$ cat src/rtl/spi_txn_sequencer.sv
// spi_txn_sequencer: buffers TX words, issues one SPI host transfer at a
// time, and collects replies into an RX FIFO.
// It also has a watchdog with a sticky timeout flag and a wrapping
// count of completed transfers.
// Ports:
//   clk/rst          - clock and synchronous active-high reset
//   wr_*             - TX FIFO push side
//   rd_*             - RX FIFO pop side (first-word fall-through)
//   tx_*, rx_*       - SPI host side
//   busy             - status
//   timeout_err      - sticky watchdog flag, cleared by err_clr
//   txn_count        - completed-transfer count
module spi_txn_sequencer #(
  parameter int DEPTH   = 4,
  parameter int TIMEOUT = 1023
) (
  input  logic        clk,
  input  logic        rst,
  input  logic        wr_valid,
  input  logic [15:0] wr_data,
  output logic        wr_ready,
  output logic        rd_valid,
  output logic [15:0] rd_data,
  input  logic        rd_ready,
  output logic [15:0] tx_data,
  output logic        tx_start,
  input  logic        tx_done,
  input  logic        rx_valid,
  input  logic [15:0] rx_data,
  output logic        busy,
  output logic        timeout_err,
  input  logic        err_clr,
  output logic [7:0]  txn_count
);
  localparam int AW = $clog2(DEPTH);
  localparam int CW = AW + 1;
  localparam logic [CW-1:0] FULL = CW'(DEPTH);
  localparam logic [15:0] WD_LAST = 16'(TIMEOUT - 1);

  typedef enum logic [1:0] {IDLE, ISSUE, WAIT} state_t;
  state_t state, state_nxt;

  logic [15:0]   tx_mem [DEPTH];
  logic [AW-1:0] tx_wp, tx_rp;
  logic [CW-1:0] tx_cnt;
  logic [15:0]   rx_mem [DEPTH];
  logic [AW-1:0] rx_wp, rx_rp;
  logic [CW-1:0] rx_cnt;
  logic [15:0]   wd_cnt;
  logic tx_push, tx_pop, rx_push, rx_pop, expire;

  // The host raises tx_done together with rx_valid; only rx_valid matters.
  logic unused_tx_done;
  assign unused_tx_done = tx_done;

  assign wr_ready = tx_cnt != FULL;
  assign rd_valid = rx_cnt != '0;
  assign rd_data  = rd_valid ? rx_mem[rx_rp] : '0;
  assign busy     = (state != IDLE) || (tx_cnt != '0);
  assign tx_push  = wr_valid && wr_ready;
  assign rx_pop   = rd_valid && rd_ready;

  // Issue only with an RX slot free, so a reply can never overflow.
  always_comb begin
    state_nxt = state;
    tx_pop    = 1'b0;
    rx_push   = 1'b0;
    expire    = 1'b0;
    unique case (state)
      IDLE: begin
        if ((tx_cnt != '0) && (rx_cnt != FULL)) begin
          state_nxt = ISSUE;
          tx_pop    = 1'b1;
        end
      end
      ISSUE: state_nxt = WAIT;
      WAIT: begin
        if (rx_valid) begin
          rx_push   = 1'b1;
          state_nxt = IDLE;
        end else if (wd_cnt == WD_LAST) begin
          expire    = 1'b1;
          state_nxt = IDLE;
        end
      end
      default: state_nxt = IDLE;
    endcase
  end

  always_ff @(posedge clk) begin
    if (rst) begin
      state       <= IDLE;
      tx_wp       <= '0;
      tx_rp       <= '0;
      tx_cnt      <= '0;
      rx_wp       <= '0;
      rx_rp       <= '0;
      rx_cnt      <= '0;
      tx_data     <= '0;
      tx_start    <= 1'b0;
      wd_cnt      <= '0;
      timeout_err <= 1'b0;
      txn_count   <= '0;
    end else begin
      state    <= state_nxt;
      tx_start <= tx_pop;
      if (tx_pop) tx_data <= tx_mem[tx_rp];
      if (state == ISSUE) wd_cnt <= '0;
      else if (state == WAIT) wd_cnt <= wd_cnt + 16'd1;
      if (tx_push) tx_wp <= tx_wp + AW'(1);
      if (tx_pop) tx_rp <= tx_rp + AW'(1);
      case ({tx_push, tx_pop})
        2'b10:   tx_cnt <= tx_cnt + CW'(1);
        2'b01:   tx_cnt <= tx_cnt - CW'(1);
        default: tx_cnt <= tx_cnt;
      endcase
      if (rx_push) rx_wp <= rx_wp + AW'(1);
      if (rx_pop) rx_rp <= rx_rp + AW'(1);
      case ({rx_push, rx_pop})
        2'b10:   rx_cnt <= rx_cnt + CW'(1);
        2'b01:   rx_cnt <= rx_cnt - CW'(1);
        default: rx_cnt <= rx_cnt;
      endcase
      if (rx_push) txn_count <= txn_count + 8'd1;
      // Expiry beats a same-cycle clear.
      if (expire) timeout_err <= 1'b1;
      else if (err_clr) timeout_err <= 1'b0;
    end
  end

  // Storage needs no reset; occupancy counters guard every read.
  always_ff @(posedge clk) begin
    if (tx_push) tx_mem[tx_wp] <= wr_data;
    if (rx_push) rx_mem[rx_wp] <= rx_data;
  end
endmodule
$ cat config.mk
export PLATFORM = sky130hd
export DESIGN_NAME = spi_txn_sequencer
export DESIGN_NICKNAME = d
export VERILOG_FILES = /design/src/rtl/spi_txn_sequencer.sv
export SDC_FILE = /design/constraint.sdc
export NUM_CORES = 1
export LEC_CHECK = 0
export CAP_MARGIN = 25
export CORE_MARGIN = 2
export CORE_UTILIZATION = 55
export CTS_CLUSTER_DIAMETER = 30
export CTS_CLUSTER_SIZE = 20
export DETAILED_ROUTE_END_ITERATION = 8
export PLACE_DENSITY = 0.78
export SLEW_MARGIN = 20
export SYNTH_ARGS = -nofsm -noshare
export SYNTH_HDL_FRONTEND = slang
export SYNTH_SLANG_ARGS = --single-unit
$ cat constraint.sdc
create_clock -name clk -period 3.3 [get_ports clk]
set_clock_uncertainty 0.15 [all_clocks]
set_input_delay 0.825 -clock clk [delete_from_list [all_inputs] [get_ports clk]]
set_output_delay 0.825 -clock clk [all_outputs]
set_load 0.02 [all_outputs]
; Word-level counts from Yosys, hierarchy flattened
; Memory sizes are Yosys's and may differ from the RTL's. A register that Yosys moved wholly into a read port is not among the register bits.
; Cells that the tools add are included.
[classes]
add_sub_neg = 10
eq_ne = 11
muxes = 22
reduce_logical = 13
[ops]
columns = operator, count
row1 = 16-bit by 1-bit adder with 16-bit output (second input constant), 1
row2 = 16-bit by 10-bit == test with 1-bit output (second input constant), 1
row3 = 16-bit two-way mux, 1
row4 = 1-bit two-way mux, 13
row5 = 3-bit one-hot mux with 2 select lines, 2
row6 = 2-bit two-way mux, 5
row7 = 3-bit != test (second input constant), 3
row8 = 2-bit by 1-bit adder with 2-bit output (second input constant), 4
row9 = 8-bit by 1-bit adder with 8-bit output (second input constant), 1
row10 = 2-bit nonzero test, 4
row11 = 3-bit by 1-bit adder with 3-bit output (second input constant), 2
row12 = 2-bit by 1-bit == test with 1-bit output (second input constant), 3
row13 = 2-bit == test (second input constant), 3
row14 = 2-bit one-hot mux with 3 select lines, 1
row15 = 3-bit nonzero test, 2
row16 = 3-bit by 1-bit subtractor with 3-bit output (second input constant), 2
row17 = 1-bit logical AND, 3
row18 = 2-bit zero test, 1
row19 = 2-bit != test (second input constant), 1
row20 = 2-bit AND reduction, 1
row21 = 2-bit OR reduction, 1
row22 = 1-bit logical OR, 1
[totals]
reg_bits = 42
mem_bits_rw = 128
in_bits = 39
out_inout_bits = 45
memories = 2
[mem_list]
columns = name, words, word_bits, rd, rd_clocked_by_memory_dff, wr, line_no
row1 = rx_mem, 4, 16, 1, 1, 1, 46  ; logic [15:0] rx_mem [DEPTH];
row2 = tx_mem, 4, 16, 1, 1, 1, 43  ; logic [15:0] tx_mem [DEPTH];

; Logic depth before layout (Yosys ltp)
[depth]
ltp_word = 6
ltp_mapped = 10
ltp_nobuf = 8

; Least setup slack after synthesis
; OpenSTA, ideal clock, no wires.
[synth_path]
kind = reg2out
startpoint = register (tool-made name)
endpoint = output port rd_data[10]
t_arrival_ps = 1554
required_ps = 2325
setup_slack_ps = 771
path_stages_with_launch = 5
cell_sequence = dfxtp_1 > buf_2 > buf_2 > mux4_2 > and2_1
[synth_lines]
columns = item, line_no
row1 = "end, declared", 23  ; output logic [15:0] rd_data,

==> flow_metrics.env <==
export IMPL_synth_most_common_cell="edfxtp_1"
export IMPL_maxSlewViolCount=0
export IMPL_area_growth_pct=22.40
export IMPL_clk_pin_slew_worst_paths_ns=0.07
export IMPL_max_freq_mhz=311.5
export IMPL_io_buffers=82
export IMPL_ctsHtreeMaxLevel=4
export IMPL_wirelength_mm=14.13
export IMPL_synth_area_sq_um=7407
export IMPL_rsz0062_at_grt="false"
export IMPL_track_usage_pct=20.87
export IMPL_synth_top_family_by_area="simple AND/OR/NAND/NOR gates"
export IMPL_synth_compound_area_share_pct=2.973
export IMPL_yosys_cell_types_count=46
export IMPL_wl_per_cell_um=18.12
export IMPL_avgViaCountPerCell=5.522
export IMPL_yosysWarningCount=0
export IMPL_maxCapViolations=0
export IMPL_critPathKind="flop to output port"
export IMPL_drcViolationCount=0
export IMPL_critPathRequiredTime_ns=2.32
export IMPL_leakagePower_nw=3.051
export IMPL_dp_cells=748
export IMPL_cts_tree="yes"
export IMPL_die_x_um=120.1
export IMPL_overflow=0
export IMPL_ys_ff_latch=188
export IMPL_ant_nets=0
export IMPL_tightest_slew_ns=0.9266
export IMPL_grt_pass1_vias=4524
export IMPL_clock_sinks=188
export IMPL_cts_buffer_depth=2
export IMPL_initial_core_util_pct=56.16
export IMPL_min_period_ns=3.210
export IMPL_finalHoldViolCount=0
export IMPL_p_per_area_nw_per_um2=743.8
export IMPL_synthTopCellsByArea="edfxtp_1, dfxtp_1, mux4_2"
export IMPL_grt_max_degree=25
export IMPL_synthSimpleGateAreaFrac_pct=10.81
export IMPL_endpoint_kind="output port"
export IMPL_grt_antenna_before_repair=0
export IMPL_drive_gt1_share_pct=14.40
export IMPL_synth_fa_ha_area_share_pct=2.736
export IMPL_dieArea_sq_um=14410
export IMPL_clkLatencyLatePin_ns=0.42
export IMPL_hold_path_class="flop to flop"
export IMPL_synth_edff_count=128
export IMPL_whs_path_depth=2
export IMPL_ir_drop_mv=0.5268
export IMPL_boundaryPins=84
export IMPL_critPathLaunchType="flop"
export IMPL_fp_coreArea_sq_um=13190
export IMPL_drt_iter0_markers=335
export IMPL_cts_hold_buffers=0
export IMPL_syn_nets=550
export IMPL_instances_no_fill=780
export IMPL_row_count=42
export IMPL_gp_congestion=0.7675
export IMPL_synth_avg_cell_area_sq_um=14.93
export IMPL_critPathMaxFanout=16
export IMPL_synthMuxAreaShare_pct=9.865
export IMPL_hpwlAfterDp_mm=8.947
export IMPL_dr_pass1_iters=4
export IMPL_finalNetCount=645
export IMPL_status="finished clean"
export IMPL_tns_ns=0
export IMPL_synthFlopType="edfxtp_1"
export IMPL_synth_area_leader_cell="edfxtp_1"
export IMPL_synth_xor_area_share_pct=3.074
export IMPL_arrival_ns=2.23
export IMPL_grt_pass1_wl_mm=22.60
export IMPL_diodes=0
export IMPL_ys_seq_area_share_pct=68.11
export IMPL_cts_root_buf="clkbuf_16"
export IMPL_synth_top_area_share_pct=51.89
export IMPL_r2r_cells=8
export IMPL_synthTopCellsByCount="edfxtp_1, dfxtp_1, nand2_1, nor2_1, mux4_2"
export IMPL_finalCritPeriodShare_pct=97.27
export IMPL_cts_buffers=17
export IMPL_max_slew_margin_pct=38.14
export IMPL_synthArstFlopShare_pct=0
export IMPL_via_count=4307
export IMPL_die_h_um=120.1
export IMPL_setup_violations=0
export IMPL_synthCells=496
==> kinds of logic (layout without fill, tap and decap cells) <==
logic type,count (synthesis),after routing
muxes,33,33
xor gates and xnor gates,26,26
buffers and inverters,39,147
and+or+nand+nor,155,155
adders and majority gates,15,15
DFF,188,188
AOI/OAI and AO/OA,40,40
==> cells in the final DEF, fill, tap and decap left out, drive strengths merged, types with 3 or more instances in the layout <==
cell / count
nor4: 3
xor2: 13
dfxtp: 60
nor3: 6
nor2: 36
xnor2: 13
buf: 18
a21oi: 28
nand3: 7
edfxtp: 128
or3: 8
ha: 13
nand2: 46
and3: 6
o21ai: 6
bufinv: 3
inv: 15
and2: 24
mux4: 32
nand4: 8
clkdlybuf4s50: 82
clkbuf: 20
clkinv: 8
==> worst paths after layout <==
kind	from	endpoint	slack, ns
max reg2reg	rx_cnt[2]	tx_cnt[2]	0.79
min reg2reg	tx_data[13]	tx_data[13]	0.31
max	flop	rd_data[15]	0.09
min	tx_data[13]	tx_data[13]	0.31
==> power by group <==
part	internal [mW]	leakage (nW)	switching (mW)
Sequential	2.78	1.65	0.170
Combinational	0.816	1.11	0.942
Clock	1.21	0.291	0.827
==> sequential cells by signal, indices dropped and copies added, names as in the netlist, named ones only <==
name / count
rx_wp: 2
timeout_err: 1
rx_mem: 64
state: 2
tx_start: 1
rx_cnt: 3
rx_rp: 2
tx_data: 16
wd_cnt: 16
tx_rp: 2
tx_mem: 64
tx_wp: 2
tx_cnt: 3
txn_count: 8
==> critical path, cell delays in order, from the launching register on <==
cell and delay (ns):
dfxtp_1 0.34, buf_8 0.21, mux4_2 0.52, and2_1 0.18, clkdlybuf4s50_1 0.54
==> cell type report <==
class                      instances  area, sq um
tap                              176        220.2
clock buffer                      20        446.7
inverter                          15        56.30
timing repair buffer             100        963.4
fill                             919         4124
clock inverter                    12        147.6
sequential                       188         5045
multi-input combinational        269         2187
==> layer usage <==
metal	share of wire (%)	track usage, %	wire [um]	vias up
met5	0	0	0	-
met4	1.4	6.985	200	0
met3	5.0	6.511	709	19
met2	52	35.97	7324	113
met1	42	24.93	5896	2167
li1	-	-	-	2008
==> stage by stage <==
step	utilization [%]	instance area (sq um)	hold WS (ns)	total power [mW]	worst slack, ns
floorplan	-	7407	0.3082	4.111	0.7710
global placement	64.13	8459	0.2942	4.676	0.2660
detailed placement	64.13	8459	0.2963	4.742	0.1612
CTS	68.67	9057	0.3058	6.793	0.03214
global route	68.73	9066	0.3455	7.047	0.01257
finish	68.73	9066	0.3070	6.743	0.09016
==> timing repair <==
action | CTS | global route
setup endpoints to repair | 13 | 8
resized for setup | 1 | 2
gates cloned | 0 | 0
buffers inserted | 0 | 0
(Power assumes the default switching activity.)
